File: src/rtl/period_meas_pkg.sv
// Shared types and helpers for the period_meas square-wave period counter.
package period_meas_pkg;

  typedef enum logic [1:0] {
    IDLE = 2'd0,
    ARM  = 2'd1,
    MEAS = 2'd2
  } state_e;

  // Number of input periods that make up one measurement window.
  function automatic int unsigned win_edges(input int unsigned log2);
    return 32'd1 << log2;
  endfunction

  // Edge counter needs at least one bit even for single-period windows.
  function automatic int unsigned ecnt_width(input int unsigned log2);
    return (log2 > 32'd0) ? log2 : 32'd1;
  endfunction

endpackage

File: src/rtl/period_meas_sq_sync_dg.sv
// Input conditioner: 2-flop synchroniser, optional deglitch filter, registered rise pulse.
// Deglitch filter is built only when PERIOD_MEAS_DEGLITCH_EN is defined.
module sq_sync_dg #(
  parameter int unsigned DG_LEN = 4
) (
  input  logic clk_i,
  input  logic rst_i,
  input  logic sq_i,
  output logic rise_o
);

  logic sync1_q, sync1_d;
  logic sync2_q, sync2_d;
  logic edge_q, edge_d;
  logic rise_q, rise_d;
  logic lvl_s;

  if (DG_LEN < 32'd1) begin : g_dg_len_chk
    $error("DG_LEN must be at least 1");
  end

`ifdef PERIOD_MEAS_DEGLITCH_EN
  localparam int unsigned DGW = (DG_LEN > 32'd1) ? $clog2(DG_LEN) : 32'd1;
  localparam logic [DGW-1:0] DG_LAST = DGW'(DG_LEN - 32'd1);

  logic [DGW-1:0] dg_cnt_q, dg_cnt_d;
  logic           lvl_q, lvl_d;

  // Level follows the synced input only after DG_LEN consecutive differing samples.
  always_comb begin
    dg_cnt_d = {DGW{1'b0}};
    lvl_d    = lvl_q;
    if (sync2_q != lvl_q) begin
      if (dg_cnt_q == DG_LAST) begin
        lvl_d = sync2_q;
      end else begin
        dg_cnt_d = dg_cnt_q + DGW'(1'b1);
      end
    end else begin
      dg_cnt_d = {DGW{1'b0}};
    end
  end

  // Deglitch state registers.
  always_ff @(posedge clk_i or posedge rst_i) begin
    if (rst_i) begin
      dg_cnt_q <= {DGW{1'b0}};
      lvl_q    <= 1'b0;
    end else begin
      dg_cnt_q <= dg_cnt_d;
      lvl_q    <= lvl_d;
    end
  end

  assign lvl_s = lvl_q;
`else
  assign lvl_s = sync2_q;
`endif

  // Synchroniser chain and edge detect.
  always_comb begin
    sync1_d = sq_i;
    sync2_d = sync1_q;
    edge_d  = lvl_s;
    rise_d  = lvl_s & ~edge_q;
  end

  // Synchroniser, edge and rise-pulse registers.
  always_ff @(posedge clk_i or posedge rst_i) begin
    if (rst_i) begin
      sync1_q <= 1'b0;
      sync2_q <= 1'b0;
      edge_q  <= 1'b0;
      rise_q  <= 1'b0;
    end else begin
      sync1_q <= sync1_d;
      sync2_q <= sync2_d;
      edge_q  <= edge_d;
      rise_q  <= rise_d;
    end
  end

  assign rise_o = rise_q;

endmodule

File: src/rtl/period_meas.sv
// Square-wave period meter: counts clk_i cycles over 2**EDGES_LOG2 input periods.
// Optional input deglitch filter enabled by `define PERIOD_MEAS_DEGLITCH_EN.
module period_meas
  import period_meas_pkg::*;
#(
  parameter int unsigned CNT_W      = 24,
  parameter int unsigned EDGES_LOG2 = 0,
  parameter int unsigned DG_LEN     = 4
) (
  input  logic             clk_i,
  input  logic             rst_i,
  input  logic             en_i,
  input  logic             sq_i,
  output logic             rise_o,
  output logic [CNT_W-1:0] period_o,
  output logic             valid_o,
  output logic             ovf_o
);

  localparam int unsigned      ECW        = ecnt_width(EDGES_LOG2);
  localparam logic [ECW-1:0]   ECNT_LAST  = ECW'(win_edges(EDGES_LOG2) - 32'd1);
  localparam logic [ECW-1:0]   ECNT_ZERO  = {ECW{1'b0}};
  localparam logic [ECW-1:0]   ECNT_ONE   = ECW'(1'b1);
  localparam logic [CNT_W-1:0] CNT_ZERO   = {CNT_W{1'b0}};
  localparam logic [CNT_W-1:0] CNT_ONE    = CNT_W'(1'b1);
  localparam logic [CNT_W-1:0] CNT_MAX    = {CNT_W{1'b1}};

  state_e           state_q, state_d;
  logic [CNT_W-1:0] cnt_q, cnt_d;
  logic [ECW-1:0]   ecnt_q, ecnt_d;
  logic [CNT_W-1:0] period_q, period_d;
  logic             ovf_q, ovf_d;
  logic             valid_q, valid_d;
  logic             rise_s;

  sq_sync_dg #(
    .DG_LEN (DG_LEN)
  ) u_sq_sync_dg (
    .clk_i  (clk_i),
    .rst_i  (rst_i),
    .sq_i   (sq_i),
    .rise_o (rise_s)
  );

  // Next-state and result logic; completion is checked before saturation so it wins a tie.
  always_comb begin
    state_d  = state_q;
    cnt_d    = cnt_q;
    ecnt_d   = ecnt_q;
    period_d = period_q;
    ovf_d    = ovf_q;
    valid_d  = 1'b0;
    if (!en_i) begin
      state_d = IDLE;
      cnt_d   = CNT_ZERO;
      ecnt_d  = ECNT_ZERO;
    end else begin
      case (state_q)
        IDLE: begin
          state_d = ARM;
          cnt_d   = CNT_ZERO;
          ecnt_d  = ECNT_ZERO;
        end
        ARM: begin
          if (rise_s) begin
            state_d = MEAS;
            cnt_d   = CNT_ONE;
            ecnt_d  = ECNT_ZERO;
          end else begin
            state_d = ARM;
          end
        end
        MEAS: begin
          if (rise_s && (ecnt_q == ECNT_LAST)) begin
            period_d = cnt_q;
            ovf_d    = 1'b0;
            valid_d  = 1'b1;
            cnt_d    = CNT_ONE;
            ecnt_d   = ECNT_ZERO;
          end else if (cnt_q == CNT_MAX) begin
            period_d = CNT_MAX;
            ovf_d    = 1'b1;
            valid_d  = 1'b1;
            cnt_d    = CNT_ZERO;
            ecnt_d   = ECNT_ZERO;
            state_d  = ARM;
          end else begin
            cnt_d = cnt_q + CNT_ONE;
            if (rise_s) begin
              ecnt_d = ecnt_q + ECNT_ONE;
            end else begin
              ecnt_d = ecnt_q;
            end
          end
        end
        default: begin
          state_d = IDLE;
          cnt_d   = CNT_ZERO;
          ecnt_d  = ECNT_ZERO;
        end
      endcase
    end
  end

  // State, counter and output registers.
  always_ff @(posedge clk_i or posedge rst_i) begin
    if (rst_i) begin
      state_q  <= IDLE;
      cnt_q    <= CNT_ZERO;
      ecnt_q   <= ECNT_ZERO;
      period_q <= CNT_ZERO;
      ovf_q    <= 1'b0;
      valid_q  <= 1'b0;
    end else begin
      state_q  <= state_d;
      cnt_q    <= cnt_d;
      ecnt_q   <= ecnt_d;
      period_q <= period_d;
      ovf_q    <= ovf_d;
      valid_q  <= valid_d;
    end
  end

  assign rise_o   = rise_s;
  assign period_o = period_q;
  assign valid_o  = valid_q;
  assign ovf_o    = ovf_q;

endmodule
File: config.mk
export PLATFORM = sky130hd
export DESIGN_NAME = period_meas
export DESIGN_NICKNAME = d
export VERILOG_FILES = /design/src/rtl/period_meas_pkg.sv /design/src/rtl/period_meas_sq_sync_dg.sv /design/src/rtl/period_meas.sv
export SDC_FILE = /design/constraint.sdc
export NUM_CORES = 1
export LEC_CHECK = 0
export CAP_MARGIN = 20
export CORE_MARGIN = 1.5
export CORE_UTILIZATION = 55
export CTS_BUF_LIST = sky130_fd_sc_hd__clkbuf_4
export CTS_CLUSTER_DIAMETER = 30
export CTS_CLUSTER_SIZE = 30
export DETAILED_ROUTE_END_ITERATION = 8
export DONT_BUFFER_PORTS = 1
export PLACE_DENSITY_LB_ADDON = 0.2
export REMOVE_ABC_BUFFERS = 1
export SLEW_MARGIN = 10
export SYNTH_ARGS = -nofsm -noshare
export SYNTH_HDL_FRONTEND = slang
export SYNTH_SLANG_ARGS = --single-unit
File: constraint.sdc
create_clock -name clk_i -period 3.4 [get_ports clk_i]
set_clock_uncertainty 0.05 [all_clocks]
set_input_delay 0.68 -clock clk_i [delete_from_list [all_inputs] [get_ports clk_i]]
set_output_delay 0.68 -clock clk_i [all_outputs]
set_load 0.02 [all_outputs]
==> reports/summary.log <==
INFO  global_routing number_of_global_route_vias_before_repair=1897
INFO  placement      hpwl=3412µm
INFO  placement      io_buffer_count=0
INFO  synthesis      synth_edf_count=0
INFO  power_and_ir_drop vdd_drop_max=0.0002831V
INFO  synthesis      yosys.area.top_type=sky130_fd_sc_hd__dfrtp_1
INFO  die            fp.dieW=72.58µm
INFO  power_and_ir_drop total_leakage_power=1.173nW
INFO  setup_path     crit_path_max_incr_delay=720ps
INFO  job            maxCapViolCount=0
INFO  sta            tightest_slew=771.1ps
INFO  die            start_util=56.75%
INFO  die            core=4692µm²
INFO  clock_network  cts_max_level=3
INFO  drt            num_vias=1899
INFO  sta            fin_worst_hold_slack=206.1ps
INFO  setup_path     crit_arrival=3130ps
INFO  drt            detail_route.vias_per_cell=6.186
INFO  placement      globalplace.congestion=0.8978
INFO  setup_path     total_buffers_and_inverters_traversed_by_the_critical_path=0
INFO  sta            setup_tns=0ps
INFO  sta            timing.final.setup_violations=0
INFO  sta            fmax=0.3522GHz
INFO  sta            rsz0062_at_grt=no
INFO  clock_network  worstSkewPairLatency=400ps
INFO  finish         area_delta_synth_final=6.297%
INFO  drt            postRouteWirelength=5215µm
INFO  global_routing overflow=0
INFO  finish         layout.nets=257
INFO  sta            hold_fails_final_rpt=0
INFO  die            placement_rows=25
INFO  clock_network  cts_sinks=57
INFO  clock_network  holdBufCountCts=0
INFO  clock_network  clkTransAtPathRegs=100ps
INFO  global_routing grtUsageTotal=22.33%
INFO  clock_network  cts_tree=yes
INFO  finish         drive_above_1_share=12.65%
INFO  sta            post_layout_minimum_cycle_time=2840ps
INFO  clock_network  clock_path_buffers=2
INFO  synthesis      synthTopCellsByCount=sky130_fd_sc_hd__dfrtp_1 (57), sky130_fd_sc_hd__o22a_1 (22), sky130_fd_sc_hd__nor2_1 (19)
INFO  synthesis      synthArstFlopShare=100.0%
INFO  clock_network  post-cts-setup-buffers=0
INFO  sta            report.final.slew_viol_count=0
INFO  synthesis      ys_seq_elements=57
INFO  drt            firstDrtPassIters=4
INFO  synthesis      synth_top_flop_cell=sky130_fd_sc_hd__dfrtp_1
INFO  die            io_pins=31
INFO  synthesis      syn_area_per_cell=10.82µm²
INFO  setup_path     worstSetupStartpointType=flop
INFO  finish         antenna_cell_count=0
INFO  drt            post_route_antenna_net_violation_count=0
INFO  setup_path     path_class=flop to flop
INFO  die            die_area=5267µm²
INFO  sta            final.period_utilization=83.52%
INFO  setup_path     critPathSlowestCell=sky130_fd_sc_hd__or4_4
INFO  setup_path     worstPathMaxFanout=25
INFO  synthesis      synth_top_cells_by_area=sky130_fd_sc_hd__dfrtp_1 (54%), sky130_fd_sc_hd__o22a_1 (7.2%), sky130_fd_sc_hd__nand3_1 (3.2%)
INFO  setup_path     timing.critical_path.cells=nand4_2, or3_1, or4_4, a21oi_4, o22a_2
INFO  drt            remaining_drc_errors=0
INFO  drt            post_drt_wl_per_cell=16.99µm
INFO  clock_network  root_buffer=sky130_fd_sc_hd__clkbuf_4
INFO  clock_network  cts_made_buffers=9
INFO  setup_path     worst_ep_required_time=3690ps
INFO  synthesis      post_synth_inst_count=246
INFO  synthesis      yosys.cell_count.top_type=sky130_fd_sc_hd__dfrtp_1
INFO  synthesis      yosys.area.top_type_share=53.57%
INFO  synthesis      yosys_warnings=0
INFO  power_and_ir_drop power_density=511.1nW/µm²
INFO  drt            dr.first_iter.drc_count=146
INFO  clock_network  post_cts_resized=0
INFO  synthesis      post_synth_instance_area=2663µm²
INFO  global_routing first_pass_grt_wire_length=8935µm
INFO  synthesis      synth_seq_area_share=53.57%
INFO  setup_path     cpLargestDelayFamily=simple AND/OR/NAND/NOR gates
INFO  run_status     run_status=finished clean
INFO  die            die_y=72.58µm
INFO  synthesis      synthDistinctLibCells=44
INFO  sta            max_slew_margin=48.12%
INFO  global_routing maximum_number_of_pins_on_one_net_before_global_route_repair=35
INFO  setup_path     critical_path.endpoint_type=flop
INFO  worst_hold_path min-delay-path-class=primary input to asynchronous set/reset pin
INFO  global_routing antenna_found_initial=0
-- sequential cells by signal, summed over array words and instances (netlist names) --
signal and count:
cnt_q 24, ecnt_q 1, ovf_o 1, period_o 24, state_q 2, u_sq_sync_dg.edge_d 1
u_sq_sync_dg.edge_q 1, u_sq_sync_dg.rise_o 1, u_sq_sync_dg.sync1_q 1, valid_o 1
-- routing by layer --
metal	routed length (µm)	share of wire [%]	global-route usage, %
met1	2600	50	31.78
met2	2268	43	31.19
met3	225	4.3	4.834
met4	121	2.3	13.63
met5	0	0	0
-- cell type report --
type,count,area (µm²)
Clock buffer,9,67.56
Clock inverter,7,85.08
Fill cell,381,1862
Inverter,7,26.28
Multi-Input combinational cell,168,1120
Sequential cell,57,1426
Tap cell,54,67.56
Timing Repair Buffer,5,37.54
-- placed cells by master (no fill, tap or decap), types with 6 or more instances in the layout --
master,netlist,final
sky130_fd_sc_hd__a31oi_1,13,13
sky130_fd_sc_hd__inv_1,7,6
sky130_fd_sc_hd__nand4_1,11,11
sky130_fd_sc_hd__nand3_1,17,17
sky130_fd_sc_hd__dfrtp_1,57,57
sky130_fd_sc_hd__clkbuf_4,0,9
sky130_fd_sc_hd__o22a_1,22,22
sky130_fd_sc_hd__nand2_1,17,17
sky130_fd_sc_hd__nor2_1,19,19
-- metrics by stage --
step           instances  power, mW  utilization (%)  cell area [µm²]  worst slack (ps)
6_report             307      1.446            60.32             2830             560.4
4_1_cts              307      1.463            60.32             2830             574.7
3_3_place_gp         291     0.9201            57.07             2678             626.2
3_5_place_dp         291     0.9235            57.07             2678             604.8
5_1_grt              307      1.510            60.32             2830             372.9
2_1_floorplan        232     0.8977                -             2572             918.8
-- cell families (layout without fill, tap and decap cells) --
family                     after synthesis  after routing  share of synthesized area, %
buffers and inverters                   21             28                         4.370
and+or+nand+nor                         96             96                         19.31
adders and majority gates                5              5                         2.350
xor gates and xnor gates                 9              9                         2.960
AOI/OAI and AO/OA                       56             56                         16.59
DFF                                     57             57                         53.57
muxes                                    2              2                        0.8458
-- final timing paths --
path / to / cells after the start / startpoint / slack, ps
max: period_o[4] / 5 / cnt_q[3] / 560
min in group clk_i: u_sq_sync_dg.sync1_q / 0 / sq_i / 250
max in group asynchronous: cnt_q[17] / 2 / rst_i / 2320
min: cnt_q[3] / 1 / rst_i / 210
min reg2reg: u_sq_sync_dg.edge_d / 0 / u_sq_sync_dg.sync1_q / 320
max reg2reg: period_o[4] / 5 / cnt_q[3] / 560
-- worst reg2reg max path, stage by stage, from the launching register on --
cell and delay (ps):
sky130_fd_sc_hd__dfrtp_1 490, sky130_fd_sc_hd__nand4_2 170, sky130_fd_sc_hd__or3_1 470, sky130_fd_sc_hd__or4_4 720, sky130_fd_sc_hd__a21oi_4 620, sky130_fd_sc_hd__o22a_2 270
-- power by group --
part,switching (mW),internal [mW],leakage [nW]
sequential,0.0943,0.728,0.773
clock,0.247,0.292,0.0892
combinational,0.0458,0.0397,0.311
total,0.387,1.06,1.17
No activity file was read; power rests on OpenSTA's default activity.
